===== src/rtl/mmss_countdown_timer.sv =====
// mmss_countdown_timer
//   MM:SS countdown timer fed by a keypad encoder and a 1 Hz pulse train.
//   Keypad digits shift in from the right while idle. The time counts down
//   once per rising edge of pgt_1Hz while running.
//
// Ports
//   clk, rst           system clock, asynchronous active-high reset
//   D[3:0], loadn      keypad BCD digit and active-low digit strobe
//   pgt_1Hz            1 Hz square wave; its rising edge decrements the time
//   start, stop, clear debounced active-high level controls
//   sec_ones..min_tens registered BCD display digits
//   counting, done     registered status (RUN / DONE state)
//   enablen            registered keypad enable, low only while idle
module mmss_countdown_timer #(
  parameter int unsigned SYNC_STAGES = 2
) (
  input  logic       clk,
  input  logic       rst,
  input  logic [3:0] D,
  input  logic       loadn,
  input  logic       pgt_1Hz,
  input  logic       start,
  input  logic       stop,
  input  logic       clear,
  output logic [3:0] sec_ones,
  output logic [3:0] sec_tens,
  output logic [3:0] min_ones,
  output logic [3:0] min_tens,
  output logic       counting,
  output logic       done,
  output logic       enablen
);

  typedef enum logic [1:0] {
    S_IDLE  = 2'd0,
    S_RUN   = 2'd1,
    S_PAUSE = 2'd2,
    S_DONE  = 2'd3
  } state_t;

  state_t state, state_nxt;

  logic [SYNC_STAGES-1:0] loadn_sync;
  logic [SYNC_STAGES-1:0] pgt_sync;
  logic                   loadn_prev;
  logic                   pgt_prev;
  logic                   load_evt;
  logic                   tick_evt;

  logic [3:0] so_nxt, st_nxt, mo_nxt, mt_nxt;
  logic [3:0] so_dec, st_dec, mo_dec, mt_dec;
  logic       time_zero;
  logic       dec_zero;

  // Synchronisers and edge detectors, reset to the inactive input level so
  // that reset release never fabricates an event.
  always_ff @(posedge clk or posedge rst) begin
    if (rst) begin
      loadn_sync <= '1;
      pgt_sync   <= '0;
      loadn_prev <= 1'b1;
      pgt_prev   <= 1'b0;
    end else begin
      loadn_sync <= {loadn_sync[SYNC_STAGES-2:0], loadn};
      pgt_sync   <= {pgt_sync[SYNC_STAGES-2:0], pgt_1Hz};
      loadn_prev <= loadn_sync[SYNC_STAGES-1];
      pgt_prev   <= pgt_sync[SYNC_STAGES-1];
    end
  end

  assign load_evt = loadn_prev & ~loadn_sync[SYNC_STAGES-1];
  assign tick_evt = ~pgt_prev & pgt_sync[SYNC_STAGES-1];

  assign time_zero = ({min_tens, min_ones, sec_tens, sec_ones} == '0);

  // One-step BCD decrement with borrow ripple; seconds tens restart at 5.
  always_comb begin
    so_dec = sec_ones;
    st_dec = sec_tens;
    mo_dec = min_ones;
    mt_dec = min_tens;
    if (sec_ones != 4'd0) begin
      so_dec = sec_ones - 4'd1;
    end else if (sec_tens != 4'd0) begin
      st_dec = sec_tens - 4'd1;
      so_dec = 4'd9;
    end else if (min_ones != 4'd0) begin
      mo_dec = min_ones - 4'd1;
      st_dec = 4'd5;
      so_dec = 4'd9;
    end else if (min_tens != 4'd0) begin
      mt_dec = min_tens - 4'd1;
      mo_dec = 4'd9;
      st_dec = 4'd5;
      so_dec = 4'd9;
    end
  end

  assign dec_zero = ({mt_dec, mo_dec, st_dec, so_dec} == '0);

  // Next-state / next-digit logic. Priority: clear > stop > start > tick/load.
  always_comb begin
    state_nxt = state;
    so_nxt    = sec_ones;
    st_nxt    = sec_tens;
    mo_nxt    = min_ones;
    mt_nxt    = min_tens;
    if (clear) begin
      state_nxt = S_IDLE;
      so_nxt    = '0;
      st_nxt    = '0;
      mo_nxt    = '0;
      mt_nxt    = '0;
    end else begin
      unique case (state)
        S_IDLE: begin
          if (stop) begin
            state_nxt = S_IDLE;
          end else if (start) begin
            // Judged on the pre-load digits; a coincident load is dropped.
            if (!time_zero) state_nxt = S_RUN;
          end else if (load_evt && (D <= 4'd9)) begin
            mt_nxt = min_ones;
            mo_nxt = sec_tens;
            st_nxt = sec_ones;
            so_nxt = D;
          end
        end
        S_RUN: begin
          if (stop) begin
            state_nxt = S_PAUSE;
          end else if (tick_evt && !time_zero) begin
            so_nxt = so_dec;
            st_nxt = st_dec;
            mo_nxt = mo_dec;
            mt_nxt = mt_dec;
            if (dec_zero) state_nxt = S_DONE;
          end
        end
        S_PAUSE: begin
          if (!stop && start) state_nxt = S_RUN;
        end
        S_DONE: begin
          if (!stop && start) state_nxt = S_IDLE;
        end
        default: state_nxt = S_IDLE;
      endcase
    end
  end

  // State, digits and status flags all registered; flags follow next state.
  always_ff @(posedge clk or posedge rst) begin
    if (rst) begin
      state    <= S_IDLE;
      sec_ones <= '0;
      sec_tens <= '0;
      min_ones <= '0;
      min_tens <= '0;
      counting <= 1'b0;
      done     <= 1'b0;
      enablen  <= 1'b0;
    end else begin
      state    <= state_nxt;
      sec_ones <= so_nxt;
      sec_tens <= st_nxt;
      min_ones <= mo_nxt;
      min_tens <= mt_nxt;
      counting <= (state_nxt == S_RUN);
      done     <= (state_nxt == S_DONE);
      enablen  <= (state_nxt != S_IDLE);
    end
  end

endmodule


===== config.mk =====
export PLATFORM = sky130hd
export DESIGN_NAME = mmss_countdown_timer
export DESIGN_NICKNAME = d
export VERILOG_FILES = /design/src/rtl/mmss_countdown_timer.sv
export SDC_FILE = /design/constraint.sdc
export NUM_CORES = 1
export LEC_CHECK = 0
export ABC_AREA = 1
export BUFFER_PORTS_ARGS = -buffer_cell sky130_fd_sc_hd__buf_2
export CORE_MARGIN = 2
export CORE_UTILIZATION = 50
export CTS_BUF_LIST = sky130_fd_sc_hd__clkbuf_2 sky130_fd_sc_hd__clkbuf_4 sky130_fd_sc_hd__clkbuf_8
export DETAILED_ROUTE_END_ITERATION = 12
export HOLD_SLACK_MARGIN = 0.1
export MAX_ROUTING_LAYER = met4
export PLACE_DENSITY = 0.75
export SETUP_SLACK_MARGIN = 0.1
export SYNTH_ARGS = -nofsm -noshare
export SYNTH_HDL_FRONTEND = slang
export SYNTH_SLANG_ARGS = --single-unit

===== constraint.sdc =====
create_clock -name clk -period 2.3 [get_ports clk]
set_input_delay 0.345 -clock clk [delete_from_list [all_inputs] [get_ports clk]]
set_output_delay 0.345 -clock clk [all_outputs]
set_load 0.005 [all_outputs]

Word-level counts from Yosys, hierarchy flattened
Index checks and enable logic that the tools add are counted.

cells by class
  bitwise logic cells = 4
  $lt $le $gt $ge = 1
  muxes and demuxes = 54
  reductions and logical operators = 15
  add/sub/neg operators = 4
  equal/unequal tests = 10

operators by type and width
  cell                 count
  $mux 4               40
  $logic_not 16->1     2
  $pmux 4 s2           4
  $mux 2               9
  $reduce_bool 4->1    4
  $sub 4x1->4 const B  4
  $ne 3x3->1 const B   5
  $pmux 2 s4           1
  $eq 2x2->1 const B   3
  $reduce_and 6->1     1
  $eq 2x1->1 const B   2
  $le 4x4->1 const B   1
  $logic_and 1x1->1    3
  $reduce_bool 3->1    1
  $and 1x1->1          2
  $logic_not 1->1      2
  $logic_not 2->1      1
  $not 1->1            2
  $reduce_bool 2->1    1

word-level totals
  output and inout port bits = 19
  logic and storage cells = 100
  input port bits = 11
  register bits after elaboration = 27

Depth between registers and ports, before layout
Gate-level depths: netlist of run 1.

  depth after elaboration = 12
  gate-level depth with buffers = 17
  depth with buffers taken out = 17

Worst setup path before layout of run 1
OpenSTA, ideal clock, no wires.

  path kind = register -> register
  start point = register sec_ones[0]
  end point = register done
  arrival = 1.835 ns
  stages on the path, launching flop included = 16
  library setup time = 0.069 ns
  period minus slack after synthesis = 1.905 ns
  data required time = 2.231 ns
  path slack = 0.395 ns
  path buffers = 1
  path through = dfrtp_1 inv_1 ha_1 nand3_2 nor2_4 buf_6 nand3_4 a21oi_2 nand2_1 nor2_1 nand3_1 nand2_1 nand2_1 nand2_1 nand2_2 nor2_2

between the ends
  cells in the longest elaborated chain, start to end = 11
  elaborated cells on any way between the ends = 22
  those cells by class = 1 x add/sub; 1 x eq/ne; 15 x mux; 5 x reduce/logical

ends and longest elaborated chain
  what                                                                 line  text
  from (decl)                                                          25    output logic [3:0] sec_ones,
  from (signal assigned)                                               164   sec_ones <= so_nxt;
  parallel branches: the longest is 8 deep, another holds $sub 4x1->4  n/a
  $pmux 2 s4 *                                                         115   unique case (state)
  $mux 2 *                                                             108   if (clear) begin
  $eq 2x2->1 *                                                         169   done <= (state_nxt == S_DONE);
  to (signal assigned)                                                 169
  to (decl)                                                            30    output logic done,

Mark *: on every way between the ends.
A chain may end at the register's enable or synchronous reset.

Worst setup path after layout of run 1
  start point = register sec_tens[1]
  end point = register enablen

between the ends
  cells in the longest elaborated chain, start to end = 11
  elaborated cells on any way between the ends = 25
  those cells by class = 1 x add/sub; 18 x mux; 6 x reduce/logical

ends and longest elaborated chain
  what                                                                 line  text
  from (decl)                                                          26    output logic [3:0] sec_tens,
  from (signal assigned)                                               165   sec_tens <= st_nxt;
  parallel branches: the longest is 8 deep, another holds $sub 4x1->4  n/a
  $pmux 2 s4 *                                                         115
  $mux 2 *                                                             108
  $reduce_bool 2->1 *                                                  170   enablen <= (state_nxt != S_IDLE);
  to (signal assigned)                                                 170
  to (decl)                                                            31    output logic enablen

Marks and branches as above.

==> out/metrics.csv, run 1 <==
stage,metric,value,unit
timing,finalSetupViolations,0,
routing,drt_first_pass_iters,6,
floorplanning,die_area,3990,sq um
grt,grt_max_degree,20,
pwr,p_switching,0.000341,W
routing,drt_iter0_markers,124,
synth,synth.ff_latch_count,27,
pwr,sequentialPowerShare,49.6,%
floorplanning,dieHeight,63.1,um
grt,via_count_of_the_first_global_routing_pass,1582,
layout,multiInputGateArea,991,sq um
placed_design,dp.final_hpwl,3.33,mm
pwr,cellInternalPower,0.000670,W
critical_path,timing.critical_path.required,2580,ps
clock_tree,clock_sinks,27,
critical_path,worst_setup_path_end_kind,flip-flop,
critical_path,critical_path_peak_fanout,7,
critical_path,worstPathArrival,2330,ps
timing,finalClockSkew,4.46,ps
pwr,clockPowerShare,24.0,%
grt,track_usage,24.1,%
layout,utilization,66.3,%
synth,cell_type_with_the_largest_total_area_after_synthesis,sky130_fd_sc_hd__dfrtp_1,
clock_tree,clock_tree.buffer_depth,2,
routing,route.detailed.drc,0,
synth,synth_fp_nets,257,
synth,synth_area,1750,sq um
grt,antenna_found_initial,0,
job,cap_viol_max_count,0,
layout,nets,311,
pwr,combinationalPowerShare,26.4,%
critical_path,timing_worst_setup_path_type,reg2reg,
synth,yosys-top-cells-area,"sky130_fd_sc_hd__dfrtp_1 34%, sky130_fd_sc_hd__nand2_1 14%, sky130_fd_sc_hd__o21ai_0 6.6%, sky130_fd_sc_hd__nand3_1 5.4%, sky130_fd_sc_hd__inv_1 5.2%",
routing,drt.antenna.violating_nets,0,
clock_tree,ctsRootBufferMaster,sky130_fd_sc_hd__clkbuf_4,
clock_tree,cts_tree,built,
floorplanning,number_of_rows_in_the_core_area,21,
layout,flow.area_growth_from_synthesis,26.5,%
routing,vias_per_cell,5.33,
timing,final_period_minus_worst_setup_slack,2060,ps
floorplanning,start_util,52.4,%
timing,crit_share_post_route,89.5,%
routing,routedWlPerCell,13.2,um
synth,ys.warnings.count,0,
pwr,swShare,33.7,%
timing,final_max_slew_violation_count,0,
timing,max_freq,486,MHz
synth,synthCells,242,
layout,final_design_area_no_fill,2210,sq um
synth,synth_top_cell_area_share,34.3,%
placed_design,routabilityCongestion,0.930,
routing,vias,1817,
layout,insertedDiodeCount,0,
layout,filler_cell_count,304,
run_status,outcome,finished clean,
layout,register_area,681,sq um
timing,totalNegativeSetupSlack,0,ps
placed_design,placement.io_buffers,29,
clock_tree,cts_buffers,3,
layout,drive_above_1_share,30.8,%
min_path,hold_class,in2reg,
synth,ys_seq_area_share,38.8,%
pwr,power_density,457,nW/um^2
grt,grt_remaining_overflow,0,
floorplanning,die_w,63.1,um
clock_tree,cts_max_level,1,
clock_tree,clk_pin_slew,170,ps
grt,wire_length_of_the_first_global_routing_pass,7.42,mm
synth,synth.lib_cells_used.distinct,29,
pwr,leakage,1.20,nW
timing,worst_pin_slew,688,ps
pwr,vdd.ir_drop.worst,451,uV
placed_design,postPlaceCellArea,2020,sq um
synth,synthesis.area_per_instance,7.23,sq um
timing,rsz_0062_raised_after_global_routing,yes,
timing,hold_viol_final,0,
floorplanning,core-area,3340,sq um
timing,max_slew_margin_vs_limit,54.1,%
floorplanning,boundaryPins,30,
clock_tree,clock_latency,360,ps
routing,detail_route.wirelength,4.50,mm
critical_path,startpoint_type,flip-flop,
-- final timing paths --
kind                                    startpoint                      end  slack (ps)  cells past startpoint
min in group asynchronous                      rst  sec_ones[3]$_DFFE_PP0P_         610                      3
max in group asynchronous                      rst  sec_tens[0]$_DFFE_PP0P_        1090                      4
hold reg to reg            loadn_sync[0]$_DFF_PP1_  loadn_sync[1]$_DFF_PP1_         370                      0
hold / removal                                D[1]  sec_ones[1]$_DFFE_PP0P_         270                      3
setup reg to reg           sec_tens[1]$_DFFE_PP0P_        enablen$_DFF_PP0_         240                     16
setup / recovery           sec_tens[1]$_DFFE_PP0P_        enablen$_DFF_PP0_         240                     16
-- cells in the mapped netlist --
library cell	instances
sky130_fd_sc_hd__nor2_1	23
sky130_fd_sc_hd__o22ai_1	8
sky130_fd_sc_hd__a21oi_2	2
sky130_fd_sc_hd__inv_1	24
sky130_fd_sc_hd__a21oi_1	11
sky130_fd_sc_hd__ha_1	4
sky130_fd_sc_hd__o21ai_0	23
sky130_fd_sc_hd__o31ai_1	1
sky130_fd_sc_hd__nand3_4	2
sky130_fd_sc_hd__nand2_2	3
sky130_fd_sc_hd__buf_6	1
sky130_fd_sc_hd__o21ai_1	1
sky130_fd_sc_hd__nand2_1	65
sky130_fd_sc_hd__nand3_1	19
sky130_fd_sc_hd__buf_2	1
sky130_fd_sc_hd__o21bai_1	1
sky130_fd_sc_hd__nor3_1	2
sky130_fd_sc_hd__inv_2	5
sky130_fd_sc_hd__nor2_4	4
sky130_fd_sc_hd__nand4_1	2
sky130_fd_sc_hd__nand3_2	3
sky130_fd_sc_hd__clkbuf_1	2
sky130_fd_sc_hd__clkinv_1	1
sky130_fd_sc_hd__nor2_2	3
sky130_fd_sc_hd__dfstp_2	3
sky130_fd_sc_hd__a221oi_1	1
sky130_fd_sc_hd__or2_2	1
sky130_fd_sc_hd__dfrtp_1	24
sky130_fd_sc_hd__nand3b_1	2
-- placed cells by master (no fill, tap or decap), drive strengths merged --
| cell | count |
|---|---|
| inv | 30 |
| nand4 | 2 |
| nand2 | 68 |
| a221oi | 1 |
| ha | 4 |
| o21ai | 24 |
| or2 | 1 |
| dfstp | 3 |
| o22ai | 8 |
| nand3 | 24 |
| clkinv | 1 |
| a21oi | 13 |
| clkbuf | 3 |
| o21bai | 1 |
| buf | 50 |
| o31ai | 1 |
| dlygate4sd3 | 3 |
| nor3 | 2 |
| nor2 | 30 |
| nand3b | 2 |
| dfrtp | 24 |
-- per-stage QoR --
stage / worst slack [ps] / power [W] / cells / hold WS (ps)
floorplan: 395 / 0.000678 / 242 / 331
global placement: 138 / 0.000746 / 325 / 343
detailed placement: 142 / 0.000748 / 325 / 336
CTS: 128 / 0.000987 / 332 / 277
global route: 55.0 / 0.00107 / 341 / 269
finish: 242 / 0.00101 / 341 / 269
-- kinds of logic after synthesis --
logic type	synth area share, %
AO/OA/AOI/OAI	15.2
adder cells (fa/ha/maj)	2.86
buffers and inverters	7.80
flip-flops	38.8
AND/OR/NAND/NOR	35.3
-- state kept, by name (all words and copies together), names as in the netlist --
| register | count |
|---|---|
| loadn_sync | 2 |
| pgt_sync | 2 |
| sec_tens | 4 |
| counting | 1 |
| sec_ones | 4 |
| pgt_prev | 1 |
| done | 1 |
| enablen | 1 |
| loadn_prev | 1 |
| min_ones | 4 |
| min_tens | 4 |
| state | 2 |
-- critical path, stage by stage (launching register included) --
cell	delay [ps]
sky130_fd_sc_hd__dfrtp_1	460
sky130_fd_sc_hd__inv_2	110
sky130_fd_sc_hd__ha_4	160
sky130_fd_sc_hd__nand2_4	70
sky130_fd_sc_hd__nor2_4	230
sky130_fd_sc_hd__buf_6	140
sky130_fd_sc_hd__inv_1	40
sky130_fd_sc_hd__nor2_1	150
sky130_fd_sc_hd__o21ai_1	110
sky130_fd_sc_hd__nand2_1	70
sky130_fd_sc_hd__nor2_1	50
sky130_fd_sc_hd__nand3_1	80
sky130_fd_sc_hd__nand2_1	50
sky130_fd_sc_hd__nand2_1	70
sky130_fd_sc_hd__nand2_1	60
sky130_fd_sc_hd__nand2_2	80
sky130_fd_sc_hd__nand2_1	50
-- metal layers --
layer	wire length (um)	up-vias	GRT usage (%)
met5	0	-	-
li1	-	902	-
met3	221	13	4.46
met1	2090	852	32.5
met2	2130	50	38.4
met4	65	0	4.17
-- what timing repair did --
| item | in CTS | in global routing |
|---|---|---|
| endpoints found under the hold margin | 17 | 0 |
| hold buffers | 3 | 0 |
| setup endpoints to repair | 1 | 20 |
| cloned | 0 | 0 |
| pin swaps | 1 | 8 |
| resized for setup | 0 | 20 |
| setup buffers | 0 | 9 |
-- power groups by stage --
stage / registers, W / logic [W] / clock network (W)
floorplan: 0.000509 / 0.000168 / 0
global placement: 0.000509 / 0.000237 / 0
detailed placement: 0.000510 / 0.000238 / 0
CTS: 0.000501 / 0.000244 / 0.000242
global route: 0.000503 / 0.000299 / 0.000273
finish: 0.000501 / 0.000267 / 0.000243
-- area by class of cell --
type                            instances  share of cell area, %
Inverter                               30                   5.09
Clock inverter                          1                  0.396
Tap cell                               46                   2.60
Multi-Input combinational cell        181                   44.8
Sequential cell                        27                   30.8
Clock buffer                            3                   1.02
Timing Repair Buffer                   53                   15.4
(Power assumes the default switching activity.)
==> run 2, diff against run 1 <==
- CORE_ASPECT_RATIO: default -> 1.75
- CTS_BUF_LIST: sky130_fd_sc_hd__clkbuf_2 sky130_fd_sc_hd__clkbuf_4 sky130_fd_sc_hd__clkbuf_8 -> sky130_fd_sc_hd__clkbuf_8 sky130_fd_sc_hd__clkbuf_16
==> out/metrics.csv, run 2 (synthesized netlist as in run 1, its figures left out) <==
stage,metric,value,unit,change
routing,drt_iter0_markers,69,,-44%
routing,vias,1843,,+1.4%
floorplanning,boundaryPins,30,,unchanged
floorplanning,dieHeight,82.2,um,+30%
clock_tree,clk_pin_slew,100,ps,-70 ps
min_path,hold_class,in2async,,
grt,wire_length_of_the_first_global_routing_pass,7.58,mm,+2.0%
layout,register_area,679,sq um,-0.18%
clock_tree,cts_tree,built,,
clock_tree,cts_buffers,3,,unchanged
floorplanning,number_of_rows_in_the_core_area,28,,+33%
grt,grt_remaining_overflow,0,,unchanged
timing,max_slew_margin_vs_limit,54.6,%,+0.55 points
critical_path,worst_setup_path_end_kind,flip-flop,,
clock_tree,ctsRootBufferMaster,sky130_fd_sc_hd__clkbuf_8,,
placed_design,placement.setup.worst_slack,114,ps,-27.7 ps
timing,hold_viol_final,0,,unchanged
layout,commonest_non_fill_non_tap_cell_in_the_layout,sky130_fd_sc_hd__nand2_1,,
timing,worst_pin_slew,680,ps,-8.28 ps
timing,totalNegativeSetupSlack,0,ps,unchanged
clock_tree,clock_sinks,27,,unchanged
critical_path,crit_start,sec_tens[1]$_DFFE_PP0P_,,
routing,detail_route.wirelength,4.84,mm,+7.6%
clock_tree,post_cts_hold_buffer_count,0,,-3
layout,flow.area_growth_from_synthesis,23.9,%,
timing,finalClockSkew,9.71,ps,+5.24 ps
layout,layout_common_cells,"62 x sky130_fd_sc_hd__nand2_1, 29 x sky130_fd_sc_hd__buf_2, 24 x sky130_fd_sc_hd__dfrtp_1, 22 x sky130_fd_sc_hd__nor2_1, 22 x sky130_fd_sc_hd__o21ai_0",,
timing,rsz_0062_raised_after_global_routing,yes,,
critical_path,worstPathArrival,2300,ps,-30 ps
layout,nets,304,,-2.3%
timing,final_setup_slack_of_the_worst_path,192,ps,-49.8 ps
grt,antenna_found_initial,0,,unchanged
layout,filler_cell_count,330,,+8.6%
timing,crit_share_post_route,91.7,%,+2.2 points
critical_path,r2r-start,sec_tens[1]$_DFFE_PP0P_,,
critical_path,timing.critical_path.required,2500,ps,-80 ps
layout,insertedDiodeCount,0,,unchanged
timing,final_max_slew_violation_count,0,,unchanged
floorplanning,core-area,3360,sq um,+0.79%
floorplanning,start_util,52.0,%,-0.41 points
placed_design,routabilityCongestion,0.977,,+5.1%
job,cap_viol_max_count,0,,unchanged
pwr,power_density,484,nW/um^2,+5.9%
routing,route.detailed.drc,0,,unchanged
timing,final_period_minus_worst_setup_slack,2110,ps,+49.8 ps
critical_path,critical_path_peak_fanout,15,,+8
floorplanning,die_area,4010,sq um,+0.47%
grt,grt_max_degree,20,,unchanged
timing,max_freq,474,MHz,-2.4%
critical_path,timing_worst_setup_path_type,reg2reg,,
run_status,outcome,finished clean,,
placed_design,placement.io_buffers,29,,unchanged
grt,via_count_of_the_first_global_routing_pass,1674,,+5.8%
routing,drt_first_pass_iters,4,,-2
placed_design,dp.final_hpwl,3.66,mm,+9.8%
routing,drt.antenna.violating_nets,0,,unchanged
critical_path,rrSetupSlack,190,ps,-50 ps
layout,multiInputGateArea,993,sq um,+0.25%
routing,vias_per_cell,5.53,,+3.9%
grt,track_usage,25.6,%,+1.6 points
critical_path,startpoint_type,flip-flop,,
pwr,vdd.ir_drop.worst,473,uV,+5.0%
clock_tree,clock_tree.buffer_depth,2,,unchanged
clock_tree,cts_max_level,1,,unchanged
layout,drive_above_1_share,30.6,%,-0.29 points
pwr,leakage,1.17,nW,-2.7%
routing,routedWlPerCell,14.5,um,+10%
floorplanning,die_w,48.7,um,-23%
clock_tree,clock_latency,280,ps,-80 ps
timing,finalSetupViolations,0,,unchanged
run 2: cell count changes in the layout (fill, tap and decap cells not counted), moves of 3 or more:
cell / previous run / this run
sky130_fd_sc_hd__nand2_2: 1 / 5
sky130_fd_sc_hd__buf_4: 19 / 16
sky130_fd_sc_hd__clkbuf_4: 3 / 0
sky130_fd_sc_hd__clkbuf_8: 0 / 3
sky130_fd_sc_hd__dlygate4sd3_1: 3 / 0
sky130_fd_sc_hd__nand2_1: 65 / 62
run 2: worst paths after layout:
kind                                            to  cells past startpoint
min in group clk           loadn_sync[0]$_DFF_PP1_                      1
max reg2reg                sec_tens[0]$_DFFE_PP0P_                     11
max                        sec_tens[0]$_DFFE_PP0P_                     11
min reg2reg                  pgt_sync[1]$_DFF_PP0_                      0
min                          pgt_sync[1]$_DFF_PP0_                      2
max in group asynchronous  min_tens[0]$_DFFE_PP0P_                      3
run 2: routing by layer:
layer / global-route usage, % / up-vias / routed length (um)
met5: - / - / 0
met2: 47.3 / 78 / 2620
met4: 13.7 / 0 / 221
li1: - / 887 / -
met3: 1.80 / 25 / 191
met1: 27.5 / 853 / 1810
run 2: critical path: stages (launching register included):
cell                       delay (ps)
sky130_fd_sc_hd__dfrtp_1          440
sky130_fd_sc_hd__inv_2            110
sky130_fd_sc_hd__ha_4             160
sky130_fd_sc_hd__nand2_2          110
sky130_fd_sc_hd__nor2_4           260
sky130_fd_sc_hd__nand2_4          120
sky130_fd_sc_hd__nand3b_1         160
sky130_fd_sc_hd__nand2_1           80
sky130_fd_sc_hd__nand3_2          110
sky130_fd_sc_hd__nand2_1           60
sky130_fd_sc_hd__buf_4            190
sky130_fd_sc_hd__o22ai_1          220
run 2: power by group:
part / switching (W) / internal [W] / leakage [nW]
clock: 0.000158 / 0.000123 / 0.0217
combinational: 0.000165 / 0.000101 / 0.785
sequential: 0.00000943 / 0.000492 / 0.359
total: 0.000332 / 0.000716 / 1.17
run 2: timing repair:
item,CTS,global route
pin swaps,1,4
endpoints found under the setup margin,3,20
cloned,0,0
resized for setup,0,19
hold endpoints to repair,0,0
setup buffers,0,5
run 2: metrics by stage:
stage | power (W) | instances | utilization, % | hold slack [ps] | area (sq um)
4_1_cts | 0.00103 | 328 | 61.4 | 153 | 2070
3_3_place_gp | 0.000746 | 324 | 60.0 | 338 | 2020
6_report | 0.00105 | 333 | 64.4 | 140 | 2170
3_5_place_dp | 0.000747 | 324 | 60.0 | 348 | 2020
2_1_floorplan | 0.000678 | 242 | - | 331 | 1750
5_1_grt | 0.00111 | 333 | 64.4 | 148 | 2170
run 2: final cells by class:
type	instances	area share [%]
Tap cell	45	2.60
Clock buffer	3	1.91
Sequential cell	27	31.4
Multi-Input combinational cell	181	45.8
Inverter	30	5.20
Timing Repair Buffer	46	12.8
Clock inverter	1	0.346
